### src/rtl/can_regbus_pkg.sv
// Shared types and constants for the CAN register-bus sequencer.
// Holds the FSM state encoding and the requester port encoding.
package can_regbus_pkg;

    localparam int ADDR_W = 5;
    localparam int DATA_W = 16;

    localparam logic PORT_A = 1'b0;
    localparam logic PORT_B = 1'b1;

    typedef enum logic [1:0] {
        IDLE,
        SETUP,
        STROBE,
        HOLD
    } state_t;

endpackage

### src/rtl/can_rr_arbiter2.sv
// Two-way round-robin arbiter with a last-grant register.
// The grant index is combinational; last-grant updates only on load.
module can_rr_arbiter2 (
    input  logic clock,
    input  logic reset,
    input  logic req_a,
    input  logic req_b,
    input  logic load,
    output logic grant
);
    import can_regbus_pkg::*;

    logic last;

    // On a tie the port not granted last wins.
    always_comb begin
        grant = PORT_A;
        if (req_a && req_b) begin
            grant = ~last;
        end else if (req_b) begin
            grant = PORT_B;
        end
    end

    always_ff @(posedge clock) begin
        if (reset) begin
            last <= PORT_B;
        end else if (load) begin
            last <= grant;
        end
    end

endmodule

### src/rtl/can_regbus_sequencer.sv
// Shares the CAN register-file bus between two Avalon-MM requesters,
// sequencing cs/strobe phases and completing with waitrequest.
module can_regbus_sequencer #(
    parameter int STROBE_CYCLES = 1,
    parameter int ADDR_W        = can_regbus_pkg::ADDR_W,
    parameter int DATA_W        = can_regbus_pkg::DATA_W
) (
    input  logic              clock,
    input  logic              reset,
    input  logic [ADDR_W-1:0] a_address,
    input  logic              a_read,
    input  logic              a_write,
    input  logic [DATA_W-1:0] a_writedata,
    output logic [DATA_W-1:0] a_readdata,
    output logic              a_waitrequest,
    input  logic [ADDR_W-1:0] b_address,
    input  logic              b_read,
    input  logic              b_write,
    input  logic [DATA_W-1:0] b_writedata,
    output logic [DATA_W-1:0] b_readdata,
    output logic              b_waitrequest,
    output logic [ADDR_W-1:0] reg_address,
    output logic [DATA_W-1:0] reg_writedata,
    output logic              reg_cs,
    output logic              reg_read_n,
    output logic              reg_write_n,
    input  logic [DATA_W-1:0] reg_readdata,
    output logic              proto_err
);
    import can_regbus_pkg::*;

    localparam logic [3:0] CNT_INIT = 4'(STROBE_CYCLES - 1);

    state_t     state;
    state_t     state_next;
    logic [3:0] cnt;
    logic       dir;
    logic       sel;
    logic       req_a;
    logic       req_b;
    logic       grant;
    logic       load;
    logic       last_strobe;

    assign req_a       = a_read | a_write;
    assign req_b       = b_read | b_write;
    assign last_strobe = (state == STROBE) && (cnt == '0);

    can_rr_arbiter2 u_arb (
        .clock (clock),
        .reset (reset),
        .req_a (req_a),
        .req_b (req_b),
        .load  (load),
        .grant (grant)
    );

    always_ff @(posedge clock) begin
        if (reset) begin
            state <= IDLE;
        end else begin
            state <= state_next;
        end
    end

    always_comb begin
        state_next    = state;
        load          = 1'b0;
        reg_cs        = 1'b0;
        reg_read_n    = 1'b1;
        reg_write_n   = 1'b1;
        a_waitrequest = 1'b1;
        b_waitrequest = 1'b1;
        unique case (state)
            IDLE: begin
                if (req_a || req_b) begin
                    load       = 1'b1;
                    state_next = SETUP;
                end
            end
            SETUP: begin
                reg_cs     = 1'b1;
                state_next = STROBE;
            end
            STROBE: begin
                reg_cs      = 1'b1;
                reg_write_n = ~dir;
                reg_read_n  = dir;
                if (cnt == '0) begin
                    state_next = HOLD;
                end
            end
            HOLD: begin
                reg_cs        = 1'b1;
                a_waitrequest = (sel != PORT_A);
                b_waitrequest = (sel != PORT_B);
                state_next    = IDLE;
            end
            default: state_next = IDLE;
        endcase
    end

    always_ff @(posedge clock) begin
        if (reset) begin
            cnt           <= '0;
            dir           <= 1'b0;
            sel           <= PORT_A;
            reg_address   <= '0;
            reg_writedata <= '0;
            a_readdata    <= '0;
            b_readdata    <= '0;
            proto_err     <= 1'b0;
        end else begin
            if (load) begin
                sel <= grant;
                // Read+write together is resolved as a write.
                if (grant == PORT_A) begin
                    reg_address   <= a_address;
                    reg_writedata <= a_writedata;
                    dir           <= a_write;
                    if (a_read && a_write) begin
                        proto_err <= 1'b1;
                    end
                end else begin
                    reg_address   <= b_address;
                    reg_writedata <= b_writedata;
                    dir           <= b_write;
                    if (b_read && b_write) begin
                        proto_err <= 1'b1;
                    end
                end
            end
            if (state == SETUP) begin
                cnt <= CNT_INIT;
            end else if (state == STROBE && cnt != '0) begin
                cnt <= cnt - 4'd1;
            end
            if (last_strobe && !dir) begin
                if (sel == PORT_A) begin
                    a_readdata <= reg_readdata;
                end else begin
                    b_readdata <= reg_readdata;
                end
            end
        end
    end

endmodule
### config.mk
export PLATFORM = sky130hd
export DESIGN_NAME = can_regbus_sequencer
export DESIGN_NICKNAME = d
export VERILOG_FILES = /design/src/rtl/can_regbus_pkg.sv /design/src/rtl/can_rr_arbiter2.sv /design/src/rtl/can_regbus_sequencer.sv
export SDC_FILE = /design/constraint.sdc
export NUM_CORES = 1
export LEC_CHECK = 0
export CAP_MARGIN = 20
export CORE_MARGIN = 3
export CORE_UTILIZATION = 35
export CTS_CLUSTER_SIZE = 40
export DETAILED_ROUTE_END_ITERATION = 10
export PLACE_DENSITY = 0.76
export RECOVER_POWER = 50
export REMOVE_ABC_BUFFERS = 1
export SLEW_MARGIN = 20
export SYNTH_ARGS = -nofsm -noshare
export SYNTH_HDL_FRONTEND = slang
export SYNTH_SLANG_ARGS = --single-unit
### constraint.sdc
create_clock -name clock -period 1.8 [get_ports clock]
set_clock_uncertainty 0.1 [all_clocks]
set_input_delay 0.45 -clock clock [delete_from_list [all_inputs] [get_ports clock]]
set_output_delay 0.45 -clock clock [all_outputs]
set_load 0.005 [all_outputs]
==> run metrics <==
Psw=1.62 mW; clock tree buffer depth=2; I/O pins=123; Critical Path AT=1.24 ns; DP HPWL=5780 um; final worst setup slack=0.00538 ns; Clock Tree Root=clkbuf_8; Vias=2,805; Worst-Skew Late Latency=0.33 ns; Layout Nets=515; Core ar.=0.00797 mm^2; drt via density=5.07; Area growth syn-to-layout=57.7%; synth warn=0; Final Max Tran Viols=0; wire per inst=14.6 um; P_leak=1.78 nW; first-pass GRT wire length=13,100 um; std cell rows=32; cells along the critical path=inv_4 > ha_4 > or2b_4 > buf_6; kind of critical path=flop to output pin; Initial Util=0.371; most frequent cells in the layout=115 x clkdlybuf4s50_1, 60 x dfxtp_1, 34 x nand2b_1, 33 x mux2i_1, 25 x nor2_1; Clock Power Share=0.251; Setup WS pre-CTS=-0.308 ns; Seq cells post-synth=63; Cell Pwr Density=1130 mW/mm^2; die area=0.00957 mm^2; Peak Freq=0.557 GHz; vias in the first global route=2,761; Routability Congestion=0.834; Buffers on Ports=122; drt first-iter violations=75; grt ovf=0; max incr delay on CP=0.34 ns; relative slew slack=0.723; commonest non-fill, non-tap cell in the layout=clkdlybuf4s50_1; hold crit path type=flop to flop; Pint=3.64 mW; CTS tree=yes; Hold Slack=0.369 ns; dpl cells=536; Worst EP required=1.25 ns; CP Capture Type=output pin; clk slew on worst S/H paths=0.07 ns; Max-Cap Viols=0; beginning of the critical path=state[0]; slowest CP cell=dfxtp_2; Post-Syn Instances=314; GRT Total Usage=0.166; Mapped Area=0.00295 mm^2; Netlist cell types=40; chip height=97.9 um; Period minus WS final=1.79 ns; die width=97.9 um; RSZ-0062 raised after global routing=true; H-tree depth=3; Seq pwr share=0.356; status=finished, final reports clean; Final Power=5.26 mW; Logic pwr share=0.393; non-filler cells, final=553; Inserted Clock Buffers=9; crit path launch type=flop; Sw Ratio=0.308; drc violations=0; syn avg cell area=9.40 um^2; DRT Pass-1 Iters=5; Sink Count=63; Peak VDD IR=0.000566 V; register area share after synthesis=0.427; initial antenna violation count=0; Worst R2R Start=cnt[0]; final hold viol count=0; Final setup viols=0; actual slew at the worst max-slew pin=0.410 ns; # fillers=678; worst hold path startpoint=a_readdata[0]; final WL=8050 um; largest net degree at the start of global routing=52; Final Cycle Share=0.997; share of cells above drive strength 1=0.175; n_diodes=0; DRT antenna net count=0; crit path max fanout=3
==> power by group through the flow <==
| stage | logic (mW) | clock network [mW] | registers, mW |
|---|---|---|---|
| 3_5_place_dp | 2.06 | 0 | 1.88 |
| 4_1_cts | 2.09 | 1.36 | 1.87 |
| 2_1_floorplan | 0.828 | 0 | 1.89 |
| 6_report | 2.06 | 1.32 | 1.87 |
| 5_1_grt | 2.26 | 1.42 | 1.90 |
| 3_3_place_gp | 2.01 | 0 | 1.87 |
==> cell type report <==
class	count	area, um^2	area share
multi-input cells	218	1570	0.337
repair buffers	148	1460	0.313
flip-flops and latches	63	1270	0.272
clock buffers	10	128	0.0274
well taps	102	128	0.0274
clock inverters	6	85.1	0.0183
inverters	6	25.0	0.00537
==> sequential cells by signal, summed over array words and instances, names as in the netlist <==
name,flops
reg_address,5
a_readdata,16
state,2
u_arb.last,1
proto_err,1
sel,1
dir,1
cnt,4
b_readdata,16
reg_writedata,16
==> cell usage after synthesis <==
cell type,number,area share
dfxtp_1,63,0.43
buf_12,1,0.0068
o21ai_0,23,0.039
buf_6,1,0.0038
nor2_1,25,0.032
or4_2,1,0.0030
or2_2,1,0.0021
or2_0,1,0.0021
a311oi_1,22,0.065
nand3_1,23,0.039
ha_1,5,0.021
or2b_2,19,0.056
o21ai_1,1,0.0017
o41a_1,1,0.0038
o211ai_1,1,0.0025
a32oi_1,1,0.0030
and2_1,1,0.0021
o21bai_1,2,0.0051
nor3_4,1,0.0055
a221oi_1,1,0.0030
inv_1,6,0.0076
o21a_1,1,0.0025
nand2_1,5,0.0064
buf_2,4,0.0068
o41ai_1,1,0.0030
nor4b_1,1,0.0030
or3_1,1,0.0021
nand2b_1,34,0.072
or3b_1,1,0.0030
o31ai_1,1,0.0025
nand4b_1,1,0.0030
mux2i_1,33,0.11
nor3b_1,1,0.0025
a21oi_1,5,0.0085
clkbuf_1,20,0.025
xor2_1,1,0.0030
a32o_1,1,0.0034
a211oi_1,1,0.0025
clkbuf_8,1,0.0047
nor4_1,1,0.0021
==> worst paths after layout <==
kind / endpoint / slack, ns / depth (start not counted)
max: reg_read_n / 0.005 / 4
min: a_readdata[0] / 0.37 / 2
max reg2reg: a_readdata[11] / 0.05 / 6
min reg2reg: a_readdata[0] / 0.37 / 2
==> per-stage QoR <==
| step | instance area, um^2 | util | setup TNS (ns) |
|---|---|---|---|
| after floorplan | 2810 | - | -11.88 |
| after global placement | 4430 | 0.556 | -4.16 |
| after detailed placement | 4430 | 0.556 | -6.37 |
| after CTS | 4660 | 0.585 | -0.0171 |
| after global routing | 4660 | 0.584 | -0.863 |
| final | 4660 | 0.584 | 0 |
==> critical path: cells and delay by family (launching register included) <==
family	cells	cell delay [ns]
buffers and inverters	2	0.18
AND/OR/NAND/NOR	1	0.26
flip-flops	1	0.34
adder cells (fa/ha/maj)	1	0.13
==> kinds of logic after synthesis <==
logic type	share of synthesized area
compound gates	0.146
xor+xnor	0.00297
fa+ha+maj	0.0212
buf+inv	0.0551
flops	0.427
mux	0.112
simple gates	0.236
==> routing by layer <==
| layer | GRT usage | part of all wire |
|---|---|---|
| met5 | 0 | 0 |
| met4 | 0.0575 | 0.012 |
| met3 | 0.0579 | 0.085 |
| met2 | 0.278 | 0.48 |
| met1 | 0.199 | 0.43 |
==> timing repair <==
| item | in CTS | in global routing |
|---|---|---|
| pin swaps | 1 | 1 |
| endpoints found under the setup margin | 14 | 26 |
| buffers inserted | 1 | 0 |
| hold buffers | 0 | 0 |
| gates resized for setup | 29 | 10 |
(Power assumes the default switching activity.)
==> variant, RTL diff (same settings) <==
Change the package constant `ADDR_W` from 5 to 4.
--- a/src/rtl/can_regbus_pkg.sv
+++ b/src/rtl/can_regbus_pkg.sv
@@ -2,7 +2,7 @@
 // Holds the FSM state encoding and the requester port encoding.
 package can_regbus_pkg;
 
-    localparam int ADDR_W = 5;
+    localparam int ADDR_W = 4;
     localparam int DATA_W = 16;
 
     localparam logic PORT_A = 1'b0;
Ports: changed (resized a_address, b_address and reg_address); port bits go from 123 to 120. The function was not compared with the original's and may differ.
==> variant against the unedited design <==
Hold slack better by 0.0052 ns. Final area down 3.7%. Highest routed layer unchanged. Critical path depth unchanged. Maximum frequency up 2.7%. Worst setup slack better by 0.048 ns. Largest power group unchanged. Synthesized area down 4.0%. Die area down 3.7%. Synthesized cell count down 1.9%. Sequential cell count down 1. Combinational power down 6%. Register-to-register slack better by 0.02 ns. Routed wire length down 4.2%. Total power down 4.7%.
==> variant: results (changes against the unedited design) <==
outcome:
  outcome: "finished clean"
drt:
  highest_layer: "met4"
  first_pass_iters: 4  # -1
  wl_per_cell_um: 14.2  # -2.2%
  via_per_inst: 4.99  # -1.5%
  drtIter0Drc: 89  # +19%
  drt_wl_total_um: 7710  # -4.2%
  wl_met3_um: 565  # -18%
  wl_met2_um: 3650  # -5.0%
  m1WireLength_um: 3370  # -1.4%
logic_synthesis:
  synth_cell_types: 36  # -10%
  synth_compound_area_frac: 0.147  # +0.00119
  syn_area_per_cell_um2: 9.21  # -2.1%
  synth.yosys.seq_area_share: 0.438  # +0.0107
  ys_top_cells_by_count: "62 x dfxtp_1, 53 x nand2b_1, 33 x mux2i_1"
  synthAdderAreaFrac: 0.0221  # +0.000879
  synthMuxAreaShare: 0.117  # +0.00464
  synth-main-ff-cell: "dfxtp_1"
  yosysWarningCount: 0  # unchanged
  synth_xor_xnor_area_share: 0.00309  # +0.000123
  synth_area_leaders: "dfxtp_1 44%, nand2b_1 12%, mux2i_1 12%"
  synthArstFlopShare: 0  # unchanged
clocking:
  cts_resized: 21  # -28%
  postCtsSetupBuffers: 2  # +1
  clk_latency_ns: 0.33  # about the same
  clk_pin_slew_ns: 0.07  # about the same
timing:
  slew_headroom: 0.721  # -0.00250
pwr:
  max-vdd-ir-drop_mv: 0.806  # +43%
  power.leakage_nw: 1.69  # -4.9%
placed_design:
  place_inst: 524  # -2.2%
  port_buffers: 119  # -2.5%
  place_congestion: 0.863  # +3.5%
  hpwlAfterDp_um: 5550  # -3.9%
worst_setup_path:
  arrival_ns: 1.20  # -0.04 ns
  path_max_fanout: 3  # unchanged
global_route:
  grt_max_degree: 42  # -19%
  met3_usage: 0.0477  # -0.0102
  grt_usage: 0.163  # -0.00353
  grt_pass1_vias: 2585  # -6.4%
  grtUsageMet1: 0.193  # -0.00551
  use_met2: 0.273  # -0.00486
  grt_pass1_wl_um: 11900  # -9.1%
cells_and_area:
  finalNetCount: 502  # -2.5%
  drive_above_1_share: 0.134  # -0.0411
  reg_top3: "a_readdata: 16 flops, b_readdata: 16 flops, reg_writedata: 16 flops"
  fill_cells: 680  # +0.29%
  insertedDiodeCount: 0  # unchanged
-- variant: critical path, stage by stage, from the launching register on --
cell             delay [ns]
dfxtp_4                0.36
inv_4                  0.07
ha_2                   0.19
inv_2                  0.04
clkdlybuf4s15_2        0.20
-- variant: where the power goes --
group | internal, mW | total [mW] | leakage, nW | switching, mW
Combinational | 1.10 | 1.94 | 1.09 | 0.837
Clock | 0.640 | 1.21 | 0.0914 | 0.568
Sequential | 1.67 | 1.86 | 0.509 | 0.198
-- variant: worst paths after layout --
| path | startpoint | endpoint | slack [ns] | cells past startpoint |
|---|---|---|---|---|
| setup / recovery | state[0]$_SDFFE_PP0P_ | reg_cs | 0.05 | 4 |
| hold / removal | a_readdata[15]$_SDFFE_PP0P_ | a_readdata[15]$_SDFFE_PP0P_ | 0.37 | 2 |
| hold reg to reg | a_readdata[15]$_SDFFE_PP0P_ | a_readdata[15]$_SDFFE_PP0P_ | 0.37 | 2 |
| setup reg to reg | cnt[0]$_SDFFE_PP0P_ | a_readdata[11]$_SDFFE_PP0P_ | 0.07 | 6 |
-- variant: stage by stage --
stage	area, um^2	setup slack [ns]	total power, mW
floorplan	2720	-0.206	2.65
detailed placement	4270	-0.292	3.78
finish	4480	0.0532	5.01
CTS	4510	0.00346	5.05
global placement	4270	-0.212	3.74
global route	4480	0.000168	5.31
-- variant: cells by family after synthesis --
family,Yosys count
xor gates and xnor gates,1
and+or+nand+nor,115
buffers and inverters,32
adders and majority gates,5
AOI/OAI and AO/OA,60
DFF,62
muxes,33
-- variant: area by class of cell --
type                       instances  area, um^2  area share
timing repair buffer             142        1400       0.311
clock inverter                     7        75.1      0.0167
tap                              102         128      0.0285
inverter                           6        25.0     0.00558
multi-input combinational        214        1480       0.331
clock buffer                       9         124      0.0276
sequential                        62        1250       0.279
